--- config.mk ---
export PLATFORM = sky130hd
export DESIGN_NAME = screen_fsm_flat
export DESIGN_NICKNAME = d
export VERILOG_FILES = /design/src/rtl/vga_pkg.sv /design/src/rtl/screen_fsm_if.sv /design/src/rtl/screen_fsm_key_event_detect.sv /design/src/rtl/screen_fsm.sv /design/src/flat_wrapper.sv
export SDC_FILE = /design/constraint.sdc
export NUM_CORES = 1
export LEC_CHECK = 0
export BUFFER_PORTS_ARGS = -buffer_cell sky130_fd_sc_hd__buf_4
export CAP_MARGIN = 0
export CORE_UTILIZATION = 41
export CTS_CLUSTER_SIZE = 8
export DETAILED_ROUTE_END_ITERATION = 7
export HOLD_SLACK_MARGIN = 0.1
export PLACE_DENSITY = 0.59
export SETUP_SLACK_MARGIN = 0.4
export SLEW_MARGIN = 20
export SYNTH_ARGS = -nofsm -noshare
export SYNTH_HDL_FRONTEND = slang
export SYNTH_SLANG_ARGS = --single-unit
--- constraint.sdc ---
create_clock -name clk -period 3.1 [get_ports clk]
set_clock_uncertainty 0.05 [all_clocks]
set_input_delay 0.31 -clock clk [delete_from_list [all_inputs] [get_ports clk]]
set_output_delay 0.31 -clock clk [all_outputs]
set_load 0.1 [all_outputs]
--- src/rtl/vga_pkg.sv ---
// vga_pkg: screen codes shared with the screen selector, PS/2 constants and game-flow defaults
package vga_pkg;
  typedef enum logic [1:0] {
    START    = 2'd0,
    GAME     = 2'd1,
    PLAYER_1 = 2'd2,
    PLAYER_2 = 2'd3
  } screen_e;
  localparam logic [7:0] PS2_BREAK_PREFIX = 8'hF0;
  localparam logic [7:0] PAUSE_KEY = 8'h4D;
  localparam logic [1:0] GUARD_INIT = 2'd3;
endpackage

--- src/rtl/screen_fsm_if.sv ---
// screen_fsm_if: keyboard/score inputs and screen/game control outputs of the game-flow controller
interface screen_fsm_if;
  import vga_pkg::*;
  logic [15:0] keycode;
  logic [4:0]  p1_score;
  logic [4:0]  p2_score;
  screen_e     screen;
  logic        game_rst;
  logic        game_pause;
  modport master (output keycode, p1_score, p2_score, input screen, game_rst, game_pause);
  modport slave  (input keycode, p1_score, p2_score, output screen, game_rst, game_pause);
endinterface

--- src/rtl/screen_fsm_key_event_detect.sv ---
// key_event_detect: one-cycle make-code event for CODE; held keys, repeats and break codes are ignored
module key_event_detect
  import vga_pkg::*;
#(
  parameter logic [7:0] CODE = 8'h5A
) (
  input  logic        clk,
  input  logic        rst,
  input  logic [15:0] keycode_i,
  output logic        key_hit_o
);
  logic [15:0] key_prev_q;
  // remember last cycle's code so only a change counts as a new press
  always_ff @(posedge clk or posedge rst)
    if (rst) key_prev_q <= '0;
    else key_prev_q <= keycode_i;
  assign key_hit_o = (keycode_i != key_prev_q) && (keycode_i[15:8] != PS2_BREAK_PREFIX) && (keycode_i[7:0] == CODE);
endmodule

--- src/rtl/screen_fsm.sv ---
// screen_fsm: START -> GAME -> PLAYER_1/PLAYER_2 -> START flow controller; SCREEN_FSM_PAUSE_EN adds 'P' pause in GAME
module screen_fsm
  import vga_pkg::*;
#(
  parameter int         WIN_SCORE       = 10,
  parameter int         WIN_HOLD_CYCLES = 195_000_000,
  parameter logic [7:0] START_KEY       = 8'h5A,
  parameter logic [7:0] QUIT_KEY        = 8'h76
) (
  input logic         clk,
  input logic         rst,
  screen_fsm_if.slave bus
);
  localparam int HW = (WIN_HOLD_CYCLES > 1) ? $clog2(WIN_HOLD_CYCLES) : 1;
  screen_e state_q, state_d;
  logic game_rst_q, game_rst_d;
  logic pause_q, pause_d;
  logic [1:0] guard_q, guard_d;
  logic [HW-1:0] hold_q, hold_d;
  logic start_hit, quit_hit, win_en, hold_done, p1_win, p2_win;

  key_event_detect #(.CODE(START_KEY)) u_start (.clk(clk), .rst(rst), .keycode_i(bus.keycode), .key_hit_o(start_hit));
  key_event_detect #(.CODE(QUIT_KEY))  u_quit  (.clk(clk), .rst(rst), .keycode_i(bus.keycode), .key_hit_o(quit_hit));

`ifdef SCREEN_FSM_PAUSE_EN
  logic pause_hit;
  key_event_detect #(.CODE(PAUSE_KEY)) u_pause (.clk(clk), .rst(rst), .keycode_i(bus.keycode), .key_hit_o(pause_hit));
`endif

  // wins are ignored until game_rst has flushed stale scores, and while paused
  assign win_en    = (guard_q == 2'd0) && !pause_q;
  assign p1_win    = win_en && (bus.p1_score >= 5'(WIN_SCORE));
  assign p2_win    = win_en && (bus.p2_score >= 5'(WIN_SCORE));
  assign hold_done = hold_q == HW'(WIN_HOLD_CYCLES - 1);

  // state and registered outputs
  always_ff @(posedge clk or posedge rst)
    if (rst) begin
      state_q    <= START;
      game_rst_q <= 1'b0;
      pause_q    <= 1'b0;
      guard_q    <= 2'd0;
      hold_q     <= '0;
    end else begin
      state_q    <= state_d;
      game_rst_q <= game_rst_d;
      pause_q    <= pause_d;
      guard_q    <= guard_d;
      hold_q     <= hold_d;
    end

  // next screen; quit beats a win, and player 1 takes a tie
  always_comb begin
    state_d = START;
    case (state_q)
      START:              state_d = start_hit ? GAME : START;
      GAME:               state_d = quit_hit ? START : p1_win ? PLAYER_1 : p2_win ? PLAYER_2 : GAME;
      PLAYER_1, PLAYER_2: state_d = (start_hit || hold_done) ? START : state_q;
      default:            state_d = START;
    endcase
  end

  // game reset pulse, guard window, win-screen hold timer and pause toggle
  always_comb begin
    game_rst_d = (state_q == START) && (state_d == GAME);
    guard_d    = (state_d != GAME) ? 2'd0 : (state_q != GAME) ? GUARD_INIT : (guard_q == 2'd0) ? 2'd0 : guard_q - 2'd1;
    hold_d     = ((state_q == PLAYER_1 || state_q == PLAYER_2) && state_d == state_q) ? hold_q + HW'(1) : '0;
`ifdef SCREEN_FSM_PAUSE_EN
    pause_d    = (state_q == GAME && state_d == GAME) ? (pause_q ^ pause_hit) : 1'b0;
`else
    pause_d    = 1'b0;
`endif
  end

  assign bus.screen     = state_q;
  assign bus.game_rst   = game_rst_q;
  assign bus.game_pause = pause_q;
endmodule

--- src/flat_wrapper.sv ---
// flat-port wrapper written by rule: the top's interface ports become plain ports
module screen_fsm_flat import vga_pkg::*;
#(
  parameter int         WIN_SCORE       = 10,
  parameter int         WIN_HOLD_CYCLES = 195_000_000,
  parameter logic [7:0] START_KEY       = 8'h5A,
  parameter logic [7:0] QUIT_KEY        = 8'h76
)
  (clk, rst, bus_keycode, bus_p1_score, bus_p2_score, bus_screen, bus_game_rst, bus_game_pause);
  screen_fsm_if bus_i ();
  input logic clk;
  input logic rst;
  input wire logic [$bits(bus_i.keycode)-1:0] bus_keycode;
  input wire logic [$bits(bus_i.p1_score)-1:0] bus_p1_score;
  input wire logic [$bits(bus_i.p2_score)-1:0] bus_p2_score;
  output wire logic [$bits(bus_i.screen)-1:0] bus_screen;
  output wire logic [$bits(bus_i.game_rst)-1:0] bus_game_rst;
  output wire logic [$bits(bus_i.game_pause)-1:0] bus_game_pause;
  assign bus_i.keycode = bus_keycode;
  assign bus_i.p1_score = bus_p1_score;
  assign bus_i.p2_score = bus_p2_score;
  assign bus_screen = bus_i.screen;
  assign bus_game_rst = bus_i.game_rst;
  assign bus_game_pause = bus_i.game_pause;
  screen_fsm #(.WIN_SCORE(WIN_SCORE), .WIN_HOLD_CYCLES(WIN_HOLD_CYCLES), .START_KEY(START_KEY), .QUIT_KEY(QUIT_KEY)) u_core (.clk(clk), .rst(rst), .bus(bus_i));
endmodule
Word level (Yosys, flattened, before mapping)
Cells that the tools add are included.

Bitwise operators: 0. $lt $le $gt $ge: 2. Shifts and indexed selects: 0. Mux-type cells: 10. Eq/ne operators: 12. Add/sub/neg operators: 2. $mul: 0. Reductions and logical operators: 12. Div/mod/pow operators: 0.

Operator list (count): $add A28 B1 Y28 const B (1); $eq A28 B28 Y1 const B (1); $mux W28 (1); $eq A8 B7 Y1 const B (2); $ne A16 B16 Y1 (1); $mux W2 (7); $ge A5 B4 Y1 const B (2); $ne A8 B8 Y1 const B (1); $logic_and A1 B1 Y1 (7); $pmux W2 S3 (1); $eq A2 B1 Y1 const B (2); $eq A2 B2 Y1 const B (2); $logic_not A2 Y1 (2); $ne A2 B1 Y1 const B (2); $eq A2 B2 Y1 (1); $logic_or A1 B1 Y1 (2); $reduce_or A2 Y1 (1); $sub A2 B1 Y2 const B (1); $mux W1 (1).

Memory bits (read-only): 0. Bits of input ports: 28. RAM bits: 0. Memories: 0. Word-level logic and storage cells: 43. Output and inout port bits: 4. Latch bits: 0. Bits in registers: 49.

Longest topological paths before layout
Depth in word-level cells: 9. Gate-level depth with buffers: 7. Gate-level depth less buffers: 6.

Modules after synthesis
Synthesis repeated with hierarchy kept, for this count alone.

Cells, all modules: 266. Area total of the unflattened synthesis: 2956.6 sq um.

By module, submodules not included: screen_fsm (cells each 178, seq. area each 825.8 sq um, area an instance 1719.1 sq um, times used 1); key_event_detect at u_core.u_quit (cells each 44, seq. area each 400.4 sq um, area an instance 619.3 sq um, times used 1); key_event_detect at u_core.u_start (cells each 44, seq. area each 400.4 sq um, area an instance 618.1 sq um, times used 1).

Worst setup path before layout
Ideal clock, no wire load.

Path kind: register -> register. From: reg u_core.hold_q[0]. To: reg u_core.hold_q[24]. Period minus slack after synthesis: 1.963 ns. Slack: 1.137 ns. Arrival: 1.835 ns. Cell stages (with the launch flop): 7. Data required time: 2.972 ns. Path buffers: 0. Library setup time: 0.078 ns. Cells stage by stage: dfrtp_1 > ha_1 > and4_4 > nand2_2 > or4_4 > or3_1 > a21oi_1.

Cells in the longest elaborated chain, start to end: 7. Elaborated cells on any way between the ends: 8. Those cells by class: 1 x add/sub; 2 x eq/ne; 3 x mux; 2 x reduce/logical.

RTL lines: from (decl) (RTL line screen_fsm.sv:19) `logic [HW-1:0] hold_q, hold_d;`; from (signal assigned) (RTL line screen_fsm.sv:49) `hold_q <= hold_d;`; $eq A28 B28 Y1 (RTL line screen_fsm.sv:34) `assign hold_done = hold_q == HW'(WIN_HOLD_CYCLES - 1);`; $logic_or A1 B1 Y1 (RTL line screen_fsm.sv:58) `PLAYER_1, PLAYER_2: state_d = (start_hit || hold_done) ? START : state_q;`; $mux W2 (RTL line screen_fsm.sv:58); $pmux W2 S3 (RTL line screen_fsm.sv:55) `case (state_q)`; $eq A2 B2 Y1 (RTL line screen_fsm.sv:67) `hold_d = ((state_q == PLAYER_1 || state_q == PLAYER_2) && state_d == state_q) ? hold_q + HW'(1) : '0;`; $logic_and A1 B1 Y1 (RTL line screen_fsm.sv:67); $mux W28 (*) (RTL line screen_fsm.sv:67); via u_core.hold_d[24] (RTL line screen_fsm.sv:19).

The timed path passes the listed nets; every way through them passes the cells marked *.

Worst setup path in the final report
From: in bus_keycode[13]. To: reg u_core.guard_q[1].

Cells in the longest elaborated chain, start to end: 8. Elaborated cells on any way between the ends: 12. Those cells by class: 3 x eq/ne; 5 x mux; 4 x reduce/logical.

RTL lines: from (decl) (RTL line flat_wrapper.sv:13) `input wire logic [$bits(bus_i.keycode)-1:0] bus_keycode;`; $ne A16 B16 Y1 / $ne A8 B8 Y1 (equally long branches) (RTL line screen_fsm_key_event_detect.sv:17) `assign key_hit_o = (keycode_i != key_prev_q) && (keycode_i[15:8] != PS2_BREAK_PREFIX) && (keycode_i[7:0] == CO ...`; $logic_and A1 B1 Y1 (*) (RTL line screen_fsm_key_event_detect.sv:17); $logic_and A1 B1 Y1 (RTL line screen_fsm_key_event_detect.sv:17); $logic_or A1 B1 Y1 (RTL line screen_fsm.sv:58); $mux W2 (RTL line screen_fsm.sv:58); $pmux W2 S3 (*) (RTL line screen_fsm.sv:55); $ne A2 B1 Y1 (*) (RTL line screen_fsm.sv:66) `guard_d = (state_d != GAME) ? 2'd0 : (state_q != GAME) ? GUARD_INIT : (guard_q == 2'd0) ? 2'd0 : guard_q - 2'd ...`; $mux W2 (*) (RTL line screen_fsm.sv:66); via u_core.guard_d[1] (RTL line screen_fsm.sv:18) `logic [1:0] guard_q, guard_d;`; to (signal assigned) (RTL line screen_fsm.sv:48) `guard_q <= guard_d;`; to (decl) (RTL line screen_fsm.sv:18).

Marks and branches as above.

==> impl_metrics.yaml <==
cells_and_area:
  drive_above_1_share_pct: 19.55
  areaGrowthSynthToFinish_pct: 23.43
  nNetsFinal: 294
  diodes: 0
synth:
  synthTopCellsByArea: "dfrtp_1 (53%), xnor2_1 (11%), nor2_1 (4.7%)"
  netlist_area_mm2: 0.002317
  ys.flop_type: "dfrtp_1"
  synth-edff-count: 0
  synthCells: 218
  syn-num-nets: 247
  ys_seq_elements: 49
  yosysTopAreaCell: "dfrtp_1"
  synth_cell_types: 41
  synth_seq_area_share_pct: 52.92
  synth-async-reset-ratio_pct: 100.0
  ys_warn_count: 0
  synth_top_cell_area_share_pct: 52.92
  syn_area_per_cell_um2: 10.63
clocking:
  htreeDepth: 2
  cts_max_path_buffers: 2
  clock-root-buffer: "clkbuf_8"
  clkLatencyLatePin_ns: 0.30
  cts_buffers: 5
  cts_hold_buf: 15
  cts_tree: "done"
  cts.sinks: 49
  cts_setup_buffers: 0
  cts_resized: 0
  clk_pin_slew_ns: 0.09
global_route:
  grt_pass1_wl_um: 7631
  grt_max_degree: 50
  antenna_found_initial: 0
  grtUsageTotal_pct: 16.03
  grt-ovfl-total: 0
  grt_pass1_vias: 1677
floorplan:
  core-area_mm2: 0.005473
  die_x_um: 77.18
  die_area_mm2: 0.005957
  start_util_pct: 42.34
  die_h_um: 77.18
  ios: 32
  rows: 27
timing:
  rsz0062_at_grt: "false"
  hold_viol_final: 0
  timing.fmax_mhz: 408.3
  period_needed_ns: 2.449
  period_share_pct: 79.01
  relSlewSlack_pct: 43.98
  drv_slew: 0
  fin_ws_ns: 0.6507
  worst_pin_slew_ns: 0.8393
  fin_setup_tns_ns: 0
  setup_violations: 0
detailed_routing:
  drt_iter0_markers: 86
  via_per_inst: 5.030
  vias: 1700
  first_pass_iters: 4
  route.detailed.drc: 0
  wl_um: 4385
  ant_nets: 0
  drt-wirelength-per-cell_um: 12.97
power:
  powerDensity_mw_per_mm2: 491.2
  power_frac_comb_pct: 18.8
  pwr-share-seq_pct: 52.3
  ir_worst_vdd_mv: 0.2346
  p_sw_share_pct: 29.03
  internal_power_uw: 997.1
  power_frac_clock_pct: 28.8
  cellLeakagePower_uw: 0.001175
  p_sw_uw: 407.9
  power_uw: 1405
setup_path:
  start_kind: "primary input"
  cp.required_ns: 3.21
  arrival_ns: 2.56
  crit_start: "bus_keycode[13]"
  worstSetupPathType: "in -> reg"
  reg2reg_depth: 6
  rr_startpoint: "u_core.hold_q[0]"
  endpoint_kind: "flip-flop"
  crit_path_end: "u_core.guard_q[1]"
  r2r_slack_ns: 0.94
  path_max_fanout: 5
  r2r-end: "u_core.guard_q[1]"
placed_design:
  portBuffers: 28
  gp_congestion: 0.7607
  pre_cts_ws_ns: 0.8924
  place_hpwl_um: 2982
min_path:
  hold_class: "in -> async"
outcome:
  status: "finished clean"
job:
  maxCapViolCount: 0
## worst min path at each step
stage	startpoint	endpoint	slack, ns	depth (start not counted)
final	rst	u_core.hold_q[27]	0.09	2
after global routing	bus_keycode[2]	u_core.u_start.key_prev_q[2]	0.10	1
after CTS	bus_keycode[2]	u_core.u_start.key_prev_q[2]	0.10	1
after detailed placement	bus_keycode[7]	u_core.u_start.key_prev_q[7]	0.39	1
after global placement	bus_keycode[7]	u_core.u_start.key_prev_q[7]	0.39	1
after floorplan	bus_keycode[0]	u_core.u_start.key_prev_q[0]	0.29	0
## power groups by stage
stage	sequential, uW	combinational [uW]	clock (uW)
6_report	735	265	405
3_5_place_dp	748	254	0
3_3_place_gp	748	249	0
2_1_floorplan	779	142	0
4_1_cts	735	270	419
5_1_grt	744	297	437
## kinds of logic (layout without fill, tap and decap cells)
kind of cell	count (synthesis)	count (layout)	share of synthesized area (%)
AO/OA/AOI/OAI	20	20	5.778
other	1	1	0.1618
buffers and inverters	10	58	1.890
flip-flops	49	49	52.92
adder cells (fa/ha/maj)	1	1	0.5399
AND/OR/NAND/NOR	98	98	23.97
XOR/XNOR	39	39	14.74
## registers in the layout, indices dropped and copies added, names as in the netlist
name	flops
u_core.hold_q	28
u_core.u_start.key_prev_q	16
u_core.guard_q	2
u_core.bus.screen	2
u_core.bus.game_rst	1
## cells in the mapped netlist (2+ instances only)
cell	count
and4_2	2
o21ai_0	5
xnor2_1	30
nor3_1	6
o21a_1	2
nor4b_1	2
and4_4	2
buf_2	2
nor2_1	29
dfrtp_1	49
a21oi_1	5
and2_1	2
or2_2	4
nand3_1	8
nand2b_1	2
xor2_1	9
or3_1	4
nand2_1	11
nand4_1	11
nor4_1	5
a2111oi_0	2
inv_1	7
## metal layers
layer / GRT usage [%] / part of all wire, %
met1: 20.81 / 48
met2: 27.08 / 47
met3: 3.095 / 3.8
met4: 4.528 / 1.1
met5: 0 / 0
## critical path, stage by stage
cell,delay [ns]
dlygate4sd3_1,0.54
buf_4,0.15
xnor2_1,0.17
nand4_1,0.14
nor4_2,0.60
o21bai_1,0.21
a2111oi_0,0.44
## layout by cell type, fill, tap and decap left out, types with 4 or more instances in the layout
| cell | n |
|---|---|
| or3_1 | 4 |
| buf_4 | 28 |
| or2_2 | 4 |
| nand2_1 | 11 |
| nand3_1 | 8 |
| xor2_1 | 9 |
| nor2_1 | 29 |
| nor3_1 | 6 |
| inv_1 | 6 |
| xnor2_1 | 30 |
| a21oi_1 | 5 |
| dfrtp_1 | 49 |
| o21ai_0 | 5 |
| nor4_1 | 5 |
| clkbuf_8 | 7 |
| dlygate4sd3_1 | 15 |
| nand4_1 | 11 |
## area by class of cell
| type | instances | area (um^2) |
|---|---|---|
| Sequential cell | 49 | 1226 |
| Inverter | 7 | 27.53 |
| Clock buffer | 7 | 96.34 |
| Timing Repair Buffer | 43 | 360.3 |
| Multi-Input combinational cell | 159 | 1055 |
| Clock inverter | 1 | 5.005 |
| Tap cell | 72 | 90.09 |
| Fill cell | 514 | 2613 |
## stage by stage
step | instance area [um^2] | hold WS, ns | util, % | instances
floorplan | 2317 | 0.2914 | - | 218
global placement | 2600 | 0.3928 | 47.51 | 315
detailed placement | 2608 | 0.3927 | 47.65 | 315
CTS | 2859 | 0.1032 | 52.24 | 338
global route | 2860 | 0.1024 | 52.26 | 338
finish | 2860 | 0.09204 | 52.26 | 338
Note: power is estimated with default switching activity, not from simulation.
